[src/rtl/call_display_scanner.sv]
// Call display scanner: multiplexed 4-digit 7-segment readout of the
// current call, post-call blink sequence and waiting-ticket count.
module call_display_scanner #(
    parameter int SCAN_DIV      = 50000,
    parameter int BLINK_TICKS   = 100,
    parameter int BLINK_TOGGLES = 6
) (
    input  logic       clk,
    input  logic       rst,
    input  logic       call_valid,
    input  logic [3:0] call_counter,
    input  logic [5:0] call_number,
    input  logic [5:0] max_call_number,
    output logic [6:0] seg,
    output logic [3:0] an,
    output logic       blinking,
    output logic [5:0] waiting
);

    localparam int PW = (SCAN_DIV > 2) ? $clog2(SCAN_DIV) : 1;
    localparam int BW = (BLINK_TICKS > 1) ? $clog2(BLINK_TICKS) : 1;
    localparam int TW = $clog2(BLINK_TOGGLES + 1);

    localparam logic [PW-1:0] PRESC_MAX = PW'(SCAN_DIV - 1);
    localparam logic [BW-1:0] BT_MAX    = BW'(BLINK_TICKS - 1);
    localparam logic [TW-1:0] TOG_LAST  = TW'(BLINK_TOGGLES - 1);

    localparam logic [6:0] G_DASH  = 7'b0111111;
    localparam logic [6:0] G_BLANK = 7'b1111111;

    typedef enum logic [1:0] {
        BL_IDLE,
        BL_OFF,
        BL_ON
    } blink_e;

    logic [PW-1:0] presc_q, presc_d;
    logic [1:0]    digit_q, digit_d;
    logic [3:0]    cnt_q, cnt_d;
    logic [5:0]    num_q, num_d;
    logic          shown_q, shown_d;
    blink_e        state_q, state_d;
    logic [BW-1:0] btick_q, btick_d;
    logic [TW-1:0] tog_q, tog_d;
    logic [6:0]    seg_q, seg_d;
    logic [3:0]    an_q, an_d;
    logic          blink_q, blink_d;
    logic [5:0]    wait_q, wait_d;

    logic          tick;
    logic [1:0]    nxt_digit;
    logic [3:0]    tens, ones;
    logic [6:0]    scan_glyph;

    function automatic logic [6:0] num_glyph(input logic [3:0] v);
        logic [6:0] g;
        case (v)
            4'd0:    g = 7'b1000000;
            4'd1:    g = 7'b1111001;
            4'd2:    g = 7'b0100100;
            4'd3:    g = 7'b0110000;
            4'd4:    g = 7'b0011001;
            4'd5:    g = 7'b0010010;
            4'd6:    g = 7'b0000010;
            4'd7:    g = 7'b1111000;
            4'd8:    g = 7'b0000000;
            4'd9:    g = 7'b0010000;
            default: g = G_BLANK;
        endcase
        return g;
    endfunction

    function automatic logic [6:0] ctr_glyph(input logic [3:0] id);
        logic [6:0] g;
        case (id)
            4'd1:    g = 7'b0001000;
            4'd2:    g = 7'b0000011;
            4'd3:    g = 7'b1000110;
            4'd4:    g = 7'b0100001;
            4'd5:    g = 7'b0000110;
            default: g = G_DASH;
        endcase
        return g;
    endfunction

    assign tick      = (presc_q == PRESC_MAX);
    assign nxt_digit = digit_q + 2'd1;
    assign tens      = 4'(num_q / 6'd10);
    assign ones      = 4'(num_q % 6'd10);

    // Glyph for the digit the scan moves to on the next tick (old latch).
    always_comb begin
        scan_glyph = G_DASH;
        if (shown_q) begin
            case (nxt_digit)
                2'd3: scan_glyph = ctr_glyph(cnt_q);
                2'd2: scan_glyph = G_BLANK;
                2'd1: scan_glyph = (num_q < 6'd10) ? G_BLANK
                                                   : num_glyph(tens);
                default: scan_glyph = num_glyph(ones);
            endcase
        end
    end

    // Next-state: prescaler, scan, call latch, blink sequencer, outputs.
    always_comb begin
        presc_d = tick ? '0 : presc_q + PW'(1);
        digit_d = tick ? nxt_digit : digit_q;
        cnt_d   = cnt_q;
        num_d   = num_q;
        shown_d = shown_q;
        state_d = state_q;
        btick_d = btick_q;
        tog_d   = tog_q;
        seg_d   = tick ? scan_glyph : seg_q;

        if (call_valid) begin
            cnt_d   = call_counter;
            num_d   = call_number;
            shown_d = 1'b1;
            state_d = BL_OFF;
            btick_d = '0;
            tog_d   = '0;
        end else if (state_q != BL_IDLE && tick) begin
            if (btick_q == BT_MAX) begin
                btick_d = '0;
                tog_d   = tog_q + TW'(1);
                if (tog_q == TOG_LAST) begin
                    state_d = BL_IDLE;
                end else begin
                    state_d = (state_q == BL_OFF) ? BL_ON : BL_OFF;
                end
            end else begin
                btick_d = btick_q + BW'(1);
            end
        end

        an_d    = (state_d == BL_OFF) ? 4'b1111 : ~(4'b0001 << digit_d);
        blink_d = (state_d != BL_IDLE);
        wait_d  = shown_q ? (max_call_number - num_q) : 6'd0;
    end

    // State and registered outputs, asynchronously cleared.
    always_ff @(posedge clk or negedge rst) begin
        if (!rst) begin
            presc_q <= '0;
            digit_q <= 2'd0;
            cnt_q   <= 4'd0;
            num_q   <= 6'd0;
            shown_q <= 1'b0;
            state_q <= BL_IDLE;
            btick_q <= '0;
            tog_q   <= '0;
            seg_q   <= G_DASH;
            an_q    <= 4'b1110;
            blink_q <= 1'b0;
            wait_q  <= 6'd0;
        end else begin
            presc_q <= presc_d;
            digit_q <= digit_d;
            cnt_q   <= cnt_d;
            num_q   <= num_d;
            shown_q <= shown_d;
            state_q <= state_d;
            btick_q <= btick_d;
            tog_q   <= tog_d;
            seg_q   <= seg_d;
            an_q    <= an_d;
            blink_q <= blink_d;
            wait_q  <= wait_d;
        end
    end

    assign seg      = seg_q;
    assign an       = an_q;
    assign blinking = blink_q;
    assign waiting  = wait_q;

endmodule

[config.mk]
export PLATFORM = sky130hd
export DESIGN_NAME = call_display_scanner
export DESIGN_NICKNAME = d
export VERILOG_FILES = /design/src/rtl/call_display_scanner.sv
export SDC_FILE = /design/constraint.sdc
export NUM_CORES = 1
export LEC_CHECK = 0
export CAP_MARGIN = 15
export CORE_ASPECT_RATIO = 1.25
export CORE_MARGIN = 2
export CORE_UTILIZATION = 45
export CTS_CLUSTER_SIZE = 20
export DETAILED_ROUTE_END_ITERATION = 8
export HOLD_SLACK_MARGIN = 0.12
export PLACE_DENSITY = 0.74
export SLEW_MARGIN = 30
export SYNTH_ARGS = -nofsm -noshare
export SYNTH_HDL_FRONTEND = slang
export SYNTH_SLANG_ARGS = --single-unit
[constraint.sdc]
create_clock -name clk -period 4.7 [get_ports clk]
set_input_delay 0.94 -clock clk [delete_from_list [all_inputs] [get_ports clk]]
set_output_delay 0.94 -clock clk [all_outputs]
set_load 0.05 [all_outputs]
==> metrics.txt, run 1 <==
clock slew at reported path FFs 0.07 ns; status completed; Fillers 699; Place WS 1.322 ns; CTS resizes 0; syn_area_per_cell 9.528 um^2; layout cells sized above 1 11.16%; largest net degree at the start of global routing 60; Placed Area 0.004033 mm^2; count leader, synth dfrtp_1; # H-tree levels 3; class of the worst hold path reg2reg; Netlist cell types 62; Hold-fix buffers, CTS 0; GRT Total Usage 16.61%; Mapped Area 0.003611 mm^2; worst skew pair latency 0.34 ns; flops & latches, synth 59; proportion of netlist area held by the largest area contributor 34.65%; post-route worst setup slack 1.266 ns; CTS root buf clkbuf_8; syn nets 424; Iter 0 DRT Violations 125; ranking of synthesized cells by area dfrtp_1, ha_1, dfstp_2, nand2_1, nor2_1; die area 0.008761 mm^2; die width 84.12 um; synth cell count leaders dfrtp_1, nand2_1, nor2_1; RSZ-0062 raised after global routing false; Arrival @ worst endpoint 3.65 ns; Initial Util 46.34%; routed length on met1 2.990 mm; max-slew violations 0; via count 2786; Post-CTS Setup Inserts 0; core footprint 0.007792 mm^2; Leak 0.001873 uW; register area 0.001488 mm^2; Most used DFF post-synth dfrtp_1; clock skew 0.006273 ns; Std-Cell Rows 36; Final Hold Fails 0; post-route ant nets 0; register area share after synthesis 41.20%; Synth warnings 0; asr flop ratio synth 100.0%; TritonCTS Buffers 9; fin nets 461; n_diodes 0; Critical Path Sink Type flip-flop; routed wl met3 332 um; routed len/inst 13.27 um; DRT Pass-1 Iters 4; Worst-Margin Slew 0.7253 ns; Yosys top cell by area dfrtp_1; CP Class reg2reg; number of enable-type register cells in the synthesized netlist 0; DR vias/cell 5.399; Detailed Route WL 6.847 mm; Overflow after GRT 0; P&R area growth vs syn 17.26%; Mapped Cells 379; Die Y 104.2 um; top sig layer met4; Placer Congestion 0.8139; VDD IR max 0.1646 mV; IO Pins 37; number of remaining DRC errors 0; multi-input logic area 0.001974 mm^2; setup TNS 0 ns; port bufs 36; Peak Freq 291.2 MHz; Tcrit/Tclk final 73.07%; Max-slew headroom 51.64%; fin crit period 3.434 ns; vias in the first global route 2666; DP HPWL 5.080 mm; r2r startpoint num_q[4]$_DFFE_PN0P_; TritonCTS clock tree done; first-pass GRT wire length 12.05 mm; crit start category flip-flop; Pwr Density 313.8 mW/mm^2; antenna violations before repair 0; design area 0.004234 mm^2; Hold Crit Endpoint btick_q[6]$_DFFE_PN0P_; Hold Crit Depth 1; worst reg2reg endpoint seg[6]$_DFFE_PN0N_; Max-cap violations 0; hold path start btick_q[6]$_DFFE_PN0P_; met2 WL 3.416 mm; reg2reg setup slack 1.27 ns; WP data required 4.92 ns; Max Buffers Root-to-Sink 2; R2R depth 13; final setup fails 0; clk sink count 59; worst-path fanout max 10
[stage by stage]
stage | hold slack, ns | power, uW | util [%] | instances
floorplan | 0.4570 | 783.9 | - | 379
global placement | 0.4696 | 865.3 | 51.81 | 500
detailed placement | 0.4753 | 873.1 | 51.75 | 500
CTS | 0.4849 | 1345 | 54.34 | 516
global route | 0.5035 | 1402 | 54.34 | 516
finish | 0.4824 | 1329 | 54.34 | 516
[cell families after synthesis]
kind of cell	after synthesis	synth area share, %
AND/OR/NAND/NOR	140	21.10
multiplexers	12	3.465
XOR/XNOR	22	5.336
flip-flops	59	41.20
buffers and inverters	35	4.123
AO/OA/AOI/OAI	85	15.56
adder cells (fa/ha/maj)	26	9.217
[report_power, final]
group	switching, uW	leakage [uW]	internal (uW)	total, uW
Combinational	187	0.00105	128	315
Sequential	20.5	0.000723	529	549
Clock	206	0.0000987	259	465
[critical path, cell delays in order (launching register included)]
cell and delay [ns]:
dfrtp_1 0.48, inv_1 0.16, ha_1 0.40, and4b_1 0.26
nor4_1 0.35, and2_1 0.22, o21a_1 0.28, inv_1 0.10
ha_1 0.20, nand2_1 0.06, o21ai_0 0.08, a2111oi_0 0.51
a211o_1 0.17, o21ai_0 0.07
[metal layers]
metal | global-route usage, % | up-vias
met5 | 0 | -
met4 | 6.567 | 0
met3 | 3.889 | 9
met2 | 27.21 | 55
met1 | 21.13 | 1320
li1 | - | 1402
[sequential cells by signal, indices dropped and copies added (netlist names)]
signal and cells:
an 4, blinking 1, btick_q 7, cnt_q 4, digit_q 2, num_q 6, presc_q 16, seg 7
shown_q 1, state_q 2, tog_q 3, waiting 6
[cell type report]
class	instances	area share, %
tap	95	2.807
clock buffer	10	3.251
multi-input combinational	285	46.63
inverter	23	2.039
sequential	59	35.14
clock inverter	6	1.507
timing repair buffer	38	8.629
[how the worst max path moves through the flow]
stage	endpoint	cells after the start	start
5_1_grt	seg[6]$_DFFE_PN0N_	13	num_q[4]$_DFFE_PN0P_
4_1_cts	seg[6]$_DFFE_PN0N_	13	num_q[4]$_DFFE_PN0P_
3_3_place_gp	seg[5]$_DFFE_PN1N_	13	num_q[4]$_DFFE_PN0P_
2_1_floorplan	seg[5]$_DFFE_PN1N_	14	num_q[4]$_DFFE_PN0P_
6_report	seg[6]$_DFFE_PN0N_	13	num_q[4]$_DFFE_PN0P_
3_5_place_dp	seg[6]$_DFFE_PN0N_	13	num_q[4]$_DFFE_PN0P_
[placed cells by master (no fill, tap or decap), types with 11 or more instances in the layout]
cell,count
a21oi_1,23
inv_1,23
nor2_1,33
xnor2_1,11
clkdlybuf4s50_1,34
dfrtp_1,50
nand2_1,34
xor2_1,11
nand3_1,14
o21ai_0,23
ha_1,25
No activity file was read; power rests on OpenSTA's default activity.
==> run 2, diff against run 1 <==
--- a/config.mk
+++ b/config.mk
@@ -12,7 +12,7 @@
 export CTS_CLUSTER_SIZE = 20
 export DETAILED_ROUTE_END_ITERATION = 8
 export HOLD_SLACK_MARGIN = 0.12
-export PLACE_DENSITY = 0.74
+export PLACE_DENSITY = 0.76
 export SLEW_MARGIN = 30
 export SYNTH_ARGS = -nofsm -noshare
 export SYNTH_HDL_FRONTEND = slang
==> constraint.sdc (replaced) <==
create_clock -name clk -period 3 [get_ports clk]
set_input_delay 0.6 -clock clk [delete_from_list [all_inputs] [get_ports clk]]
set_output_delay 0.6 -clock clk [all_outputs]
set_load 0.05 [all_outputs]
==> metrics.txt, run 2 (synthesis gave the netlist of run 1 again) <==
clock slew at reported path FFs 0.07 ns (about the same); Die Y 104.2 um (unchanged); Final Hold Fails 0 (unchanged); P&R area growth vs syn 21.90% (was 17.26%); most frequent CP cell nor2_1; IO Pins 37 (unchanged); vias in the first global route 2903 (was 2666); Placer Congestion 0.8250 (was 0.8139); Tcrit/Tclk final 94.78% (was 73.07%); Leak 0.001950 uW (was 0.001873 uW); Peak Freq 351.7 MHz (was 291.2 MHz); max reg flops 16 (unchanged); Place WS 0.02247 ns (was 1.322 ns); TritonCTS clock tree done (unchanged); antenna violations before repair 0 (unchanged); VDD IR max 0.3013 mV (was 0.1646 mV); via count 2885 (was 2786); number of remaining DRC errors 0 (unchanged); Std-Cell Rows 36 (unchanged); DR vias/cell 5.485 (was 5.399); n_diodes 0 (unchanged); core footprint 0.007792 mm^2 (unchanged); # H-tree levels 3 (unchanged); total power 2245 uW (was 1329 uW); DP HPWL 5.454 mm (was 5.080 mm); port bufs 36 (unchanged); crit start category flip-flop (unchanged); most common cell after layout, fill and taps aside dfrtp_1 (unchanged); final setup fails 0 (unchanged); layout cells sized above 1 14.62% (was 11.16%); routed len/inst 14.42 um (was 13.27 um); die area 0.008761 mm^2 (unchanged); post-route ant nets 0 (unchanged); worst reg2reg endpoint seg[0]$_DFFE_PN1N_ (was seg[6]$_DFFE_PN0N_); status completed (unchanged); fin nets 471 (was 461); dpl cells 509 (was 500); Worst-Margin Slew 0.6097 ns (was 0.7253 ns); Detailed Route WL 7.587 mm (was 6.847 mm); Layout Utilization 56.49% (was 54.34%); RSZ-0062 raised after global routing false (unchanged); fin cells 526 (was 516); fin crit period 2.843 ns (was 3.434 ns); WP data required 3.28 ns (was 4.92 ns); GRT Total Usage 18.46% (was 16.61%); Pwr Density 510.1 mW/mm^2 (was 313.8 mW/mm^2); reg2reg setup slack 0.16 ns (was 1.27 ns); slowest cell on the critical path dfrtp_1 (was a2111oi_0); TritonCTS Buffers 9 (unchanged); R2R depth 12 (was 13); register with the most flip-flops presc_q (unchanged); die width 84.12 um (unchanged); Hold-fix buffers, CTS 0 (unchanged); Max-cap violations 0 (unchanged); max-slew violations 0 (unchanged); worst skew pair latency 0.35 ns (was 0.34 ns); DRT Pass-1 Iters 4 (unchanged); first-pass GRT wire length 13.13 mm (was 12.05 mm); largest net degree at the start of global routing 44 (was 60); clock skew 0.004744 ns (was 0.006273 ns); commonest cells after routing, fill and taps aside dfrtp_1, clkdlybuf4s50_1, nand2_1, nor2_1, ha_1 (was dfrtp_1, nand2_1, clkdlybuf4s50_1, nor2_1, ha_1); CP Class reg2reg (unchanged); worst-path fanout max 6 (was 10); crit path cell chain ha_4 -> nand3b_1 -> a221o_1 -> and2_4 -> o21a_4 -> buf_4 -> ha_1 -> nor2_1 -> o21ai_0 -> a221oi_2 -> nor2_1 -> o32a_1 (was inv_1 -> ha_1 -> and4b_1 -> nor4_1 -> and2_1 -> o21a_1 -> inv_1 -> ha_1 -> nand2_1 -> o21ai_0 -> a2111oi_0 -> a211o_1 -> o21ai_0); post-route worst setup slack 0.1565 ns (was 1.266 ns); Iter 0 DRT Violations 184 (was 125); Arrival @ worst endpoint 3.13 ns (was 3.65 ns); clk sink count 59 (unchanged); Initial Util 46.34% (unchanged); CTS root buf clkbuf_8 (unchanged); Worst path max stage delay 0.42 ns (was 0.51 ns); Critical Path Sink Type flip-flop (unchanged); r2r startpoint num_q[3]$_DFFE_PN0P_ (was num_q[4]$_DFFE_PN0P_); Max-slew headroom 59.01% (was 51.64%); class of the worst hold path in2async (was reg2reg); Max Buffers Root-to-Sink 2 (unchanged); Overflow after GRT 0 (unchanged); setup TNS 0 ns (unchanged)
run 2: what timing repair did:
item / CTS / global route
setup endpoints to repair: 1 / 6
gates resized for setup: 1 / 10
pin swaps: 0 / 2
setup buffers: 0 / 1
endpoints found under the hold margin: 0 / 0
cloned: 0 / 0
run 2: report_power, final:
part	leakage (uW)	internal, uW	total, uW	switching [uW]
Sequential	0.000723	828	857	28.3
Clock	0.000113	511	833	321
Combinational	0.00111	239	556	317
Total	0.00195	1580	2250	667
run 2: area by class of cell:
cell class                      count  area, um^2
Sequential cell                    59        1488
Clock inverter                      4       72.57
Timing Repair Buffer               48       447.9
Inverter                           23       86.33
Clock buffer                       12       155.1
Tap cell                           95       118.9
Multi-Input combinational cell    285        2033
Fill cell                         684        3391
run 2: critical path: cells and delay by family (launching register included):
kind	cells	cell delay (ns)
flip-flops	1	0.42
adder cells (fa/ha/maj)	2	0.45
AO/OA/AOI/OAI	5	1.24
buffers and inverters	1	0.15
AND/OR/NAND/NOR	4	0.52
run 2: worst max path at each step:
stage	start	end	slack, ns
after detailed placement	num_q[3]$_DFFE_PN0P_	seg[5]$_DFFE_PN1N_	0.02
after global placement	num_q[4]$_DFFE_PN0P_	seg[5]$_DFFE_PN1N_	0.10
after CTS	num_q[3]$_DFFE_PN0P_	seg[0]$_DFFE_PN1N_	0.03
after global routing	num_q[4]$_DFFE_PN0P_	seg[6]$_DFFE_PN0N_	0.006
after floorplan	num_q[4]$_DFFE_PN0P_	seg[5]$_DFFE_PN1N_	0.005
final	num_q[3]$_DFFE_PN0P_	seg[0]$_DFFE_PN1N_	0.16
run 2: layer usage:
metal  wire length (um)  vias to the layer above  global-route usage (%)
met4                119                        0                   6.797
met5                  0                        -                       0
met3                249                       11                   4.206
met1               3393                     1401                   23.59
li1                   -                     1427                       -
met2               3825                       46                   30.44
run 2: stage by stage:
| stage | hold WS, ns | instance area [um^2] |
|---|---|---|
| 2_1_floorplan | 0.3044 | 3611 |
| 3_3_place_gp | 0.4767 | 4105 |
| 3_5_place_dp | 0.4959 | 4105 |
| 4_1_cts | 0.4105 | 4339 |
| 5_1_grt | 0.2690 | 4402 |
| 6_report | 0.2179 | 4402 |
